`config.mk`:
```
export PLATFORM = sky130hd
export DESIGN_NAME = ttl_74166_sync
export DESIGN_NICKNAME = d
export VERILOG_FILES = /design/src/rtl/ttl_74166_sync_pkg.sv /design/src/rtl/ttl_cen_rise.sv /design/src/rtl/ttl_74166_sync.sv
export SDC_FILE = /design/constraint.sdc
export NUM_CORES = 1
export LEC_CHECK = 0
export CAP_MARGIN = 20
export CORE_AREA = 2 2 39 41
export DETAILED_ROUTE_END_ITERATION = 12
export DIE_AREA = 0 0 41 43
export PLACE_DENSITY = 0.76
export SYNTH_ARGS = -nofsm -noshare
export SYNTH_HDL_FRONTEND = slang
export SYNTH_SLANG_ARGS = --single-unit
```
`constraint.sdc`:
```
create_clock -name Clk -period 2.9 [get_ports Clk]
set_input_delay 0.58 -clock Clk [delete_from_list [all_inputs] [get_ports Clk]]
set_output_delay 0.58 -clock Clk [all_outputs]
set_load 0.02 [all_outputs]
```
`src/rtl/ttl_74166_sync_pkg.sv`:
```
// ttl_74166_sync_pkg
//   Shared constants for the synchronous 74166 shift register emulation.
//   The register width is the only constant. It is kept here so that
//   wrappers which cascade several shifters agree on the default width.
package ttl_74166_sync_pkg;

  // Default number of stages (A..H). Legal widths are 2 to 32.
  localparam int TTL74166_DEFAULT_BLOCKS = 8;

endpackage

```
`src/rtl/ttl_cen_rise.sv`:
```
// ttl_cen_rise
//   Detects a rising edge on the emulated TTL clock pin Cen, sampled on Clk.
//   The last-value register powers up high, so a Cen that is already high
//   at power-up does not produce a spurious event on the first cycle.
//   The register tracks Cen on every cycle and is never cleared. A clear on
//   the parent therefore still consumes an edge that coincides with it.
// Ports:
//   Clk       in   system clock
//   Cen       in   emulated TTL clock pin
//   cen_rise  out  high for the single Clk cycle in which Cen is first seen high
module ttl_cen_rise (
  input  logic Clk,
  input  logic Cen,
  output logic cen_rise
);

  logic last_cen_reg = 1'b1;

  always_ff @(posedge Clk) begin
    last_cen_reg <= Cen;
  end

  assign cen_rise = Cen & ~last_cen_reg;

endmodule

```
`src/rtl/ttl_74166_sync.sv`:
```
// ttl_74166_sync
//   Synchronous emulation of a 74166 parallel-in/serial-out shift register
//   with clear and clock inhibit. Each detected rising edge of Cen either
//   loads D (Sh_Ld_n low) or shifts one place toward H (Sh_Ld_n high).
//   Clk_inh set high blocks that event. Clr_n low zeroes the stages and
//   takes priority over load, shift and inhibit.
// Ports:
//   Clk      in   system clock
//   Clr_n    in   clear, active-low, synchronous
//   Cen      in   emulated TTL CLK pin, acts on its rising edge
//   Clk_inh  in   clock inhibit, active-high
//   Sh_Ld_n  in   1 = shift, 0 = parallel load
//   Ser      in   serial input into stage A (bit 0)
//   D        in   parallel data, D[0] = A ... D[BLOCKS-1] = H
//   Q        out  stage contents, for debug or cascade tap
//   Qh       out  serial output, last stage
module ttl_74166_sync
  import ttl_74166_sync_pkg::*;
#(
  parameter int BLOCKS = TTL74166_DEFAULT_BLOCKS
) (
  input  logic              Clk,
  input  logic              Clr_n,
  input  logic              Cen,
  input  logic              Clk_inh,
  input  logic              Sh_Ld_n,
  input  logic              Ser,
  input  logic [BLOCKS-1:0] D,
  output logic [BLOCKS-1:0] Q,
  output logic              Qh
);

  logic [BLOCKS-1:0] q_reg = '0;
  logic [BLOCKS-1:0] shift_next;
  logic              cen_rise;

  ttl_cen_rise u_cen_rise (
    .Clk      (Clk),
    .Cen      (Cen),
    .cen_rise (cen_rise)
  );

  // Shifted value: Ser enters stage A, and each stage takes its lower
  // neighbour. The old H stage falls off the end.
  assign shift_next[0] = Ser;
  for (genvar gi = 1; gi < BLOCKS; gi++) begin : g_shift
    assign shift_next[gi] = q_reg[gi-1];
  end

  always_ff @(posedge Clk) begin
    if (!Clr_n) begin
      q_reg <= '0;
    end else if (cen_rise && !Clk_inh) begin
      q_reg <= Sh_Ld_n ? shift_next : D;
    end
  end

  assign Q  = q_reg;
  assign Qh = q_reg[BLOCKS-1];

endmodule

```
==> metrics.csv <==
metric,value,unit
initial_core_util,39.6,%
num_io_pins,23,
tightestPinTransition,0.550,ns
gp_congestion,0.714,
yosysTopAreaCellShare,32.9,%
ys_top_cells_by_count,"dfxtp_1, mux2i_1, nand3b_1, o211ai_1, o211ai_2",
drc,0,
fin_crit_sh,65.8,%
internal_power,0.000219,W
antenna_found_initial,0,
clk_latency,0.26,ns
yosys_most_used_dff,dfxtp_1,
syn_inst,49,
cts_resized,0,
synth_edf_count,0,
stdcell_count,85,
async_flop_share,0,%
drv_slew,0,
hold_viol_final,0,
cts-root-buf,clkbuf_4,
seq_area_frac_synth,32.9,%
ys_ff_latch,9,
multi_input_area,312,um2
cts_hold_buf,0,
dp_hpwl,831,um
io_buffers,22,
avgSynthCellArea,11.2,um2
max_freq,0.524,GHz
postRouteAntennaNets,0,
h-tree-depth,1,
outcome,completed,
hp-class,flop to flop,
finClkSkew,0.00183,ns
placed_cells,81,
netlist_top_cells_area,"dfxtp_1, o211ai_2, mux2i_1",
grt_max_degree,18,
worstPathRequired,3.08,ns
cts_made_buffers,3,
seqCellArea,180,um2
holdWs,0.550,ns
clockBufferDepth,2,
die_area,1760,um2
grt_pass1_vias,432,
wl,1200,um
clkPwrFrac,32.8,%
vias,500,
clk_pin_slew,0.06,ns
stdcell_area,766,um2
num-nets-final,84,
cts_tree,yes,
drt_iter0_drc,8,
p_per_area,390,nW/um2
yosys.area.top_type,dfxtp_1,
power_switching,0.0000792,W
largest_register_ffs,8,
diodes,0,
grt_pass1_wl,1780,um
finish.utilization,55.3,%
comb_power_share,21.6,%
grt_usage,14.8,%
syn_nets,63,
cp_max_fo,9,
gr-total-overflow,0,
postCtsSetupBuffers,0,
seqPwrFrac,45.6,%
relSlewSlack,63.1,%
crit_path_start_kind,input pin,
ys_types,10,
drive_above_1_share,17.4,%
fp.coreArea,1380,um2
worstSetupPathType,input pin to flop,
yosysWarnings,0,
area_growth,39.7,%
cts.sink_count,9,
p_leak,0.293,nW
drv_cap,0,
p_sw_share,26.5,%
die-width,41,um
first_pass_iters,4,
fill_cells,125,
die_h,43,um
cp.arrival,2.09,ns
viasPerCell,5.88,
critPathCaptureType,flop,
wl_per_cell,14.1,um
dpl-instance-area,739,um2
irDropWorstVdd,0.180,mV
period_needed,1.91,ns
rsz0062_at_grt,no,
rows,14,
synth_area,548,um2
synth.most_common_cell,dfxtp_1,
setup_viol,0,
finalSetupTns,0,ns
layer usage:
| layer | GRT usage [%] | wire length [um] | vias to the layer above |
|---|---|---|---|
| li1 | - | - | 233 |
| met1 | 20.2 | 537 | 247 |
| met2 | 20.0 | 562 | 20 |
| met3 | 6.28 | 95 | 0 |
| met4 | 6.00 | 0 | 0 |
| met5 | 0 | 0 | - |
power by group through the flow:
stage	combinational, W	clock (W)	sequential, W
finish	0.0000643	0.0000979	0.000136
global route	0.0000680	0.000110	0.000137
CTS	0.0000649	0.0000993	0.000136
detailed placement	0.0000646	0	0.000139
global placement	0.0000638	0	0.000139
floorplan	0.0000311	0	0.000143
kinds of logic (layout without fill, tap and decap cells):
kind of cell | after synthesis | in the layout | synth area share [%]
flip-flops | 9 | 9 | 32.9
AND/OR/NAND/NOR | 9 | 9 | 13.0
AO/OA/AOI/OAI | 16 | 16 | 29.2
buffers and inverters | 7 | 27 | 10.3
multiplexers | 8 | 8 | 14.6
through the flow:
stage | power [W] | setup slack (ns)
floorplan | 0.000174 | 1.66
global placement | 0.000202 | 0.765
detailed placement | 0.000203 | 0.733
CTS | 0.000300 | 0.999
global route | 0.000315 | 0.919
finish | 0.000298 | 0.991
worst paths after layout:
kind / slack [ns] / cells after the start / from / to
setup / recovery: 0.99 / 3 / Clk_inh / Q[7]
hold / removal: 0.55 / 2 / Q[2] / Q[2]
setup reg to reg: 1.53 / 2 / u_cen_rise.last_cen_reg / Q[7]
hold reg to reg: 0.55 / 2 / Q[2] / Q[2]
critical path, stage by stage:
cell and delay (ns):
clkdlybuf4s50_1 0.56, nand4bb_1 0.62, o211ai_2 0.32
cell usage in the layout (no fill, tap or decap):
cell	n
nand4bb_1	1
clkbuf_1	1
clkbuf_4	3
dfxtp_1	9
nand3b_1	8
o211ai_1	8
mux2i_1	8
clkdlybuf4s50_1	22
buf_4	1
o211ai_2	8
layout make-up:
type / instances / share of cell area [%]
Clock buffer: 4 / 3.43
Tap cell: 16 / 2.61
Sequential cell: 9 / 23.5
Timing Repair Buffer: 23 / 29.7
Multi-Input combinational cell: 33 / 40.7
(Power assumes the default switching activity.)
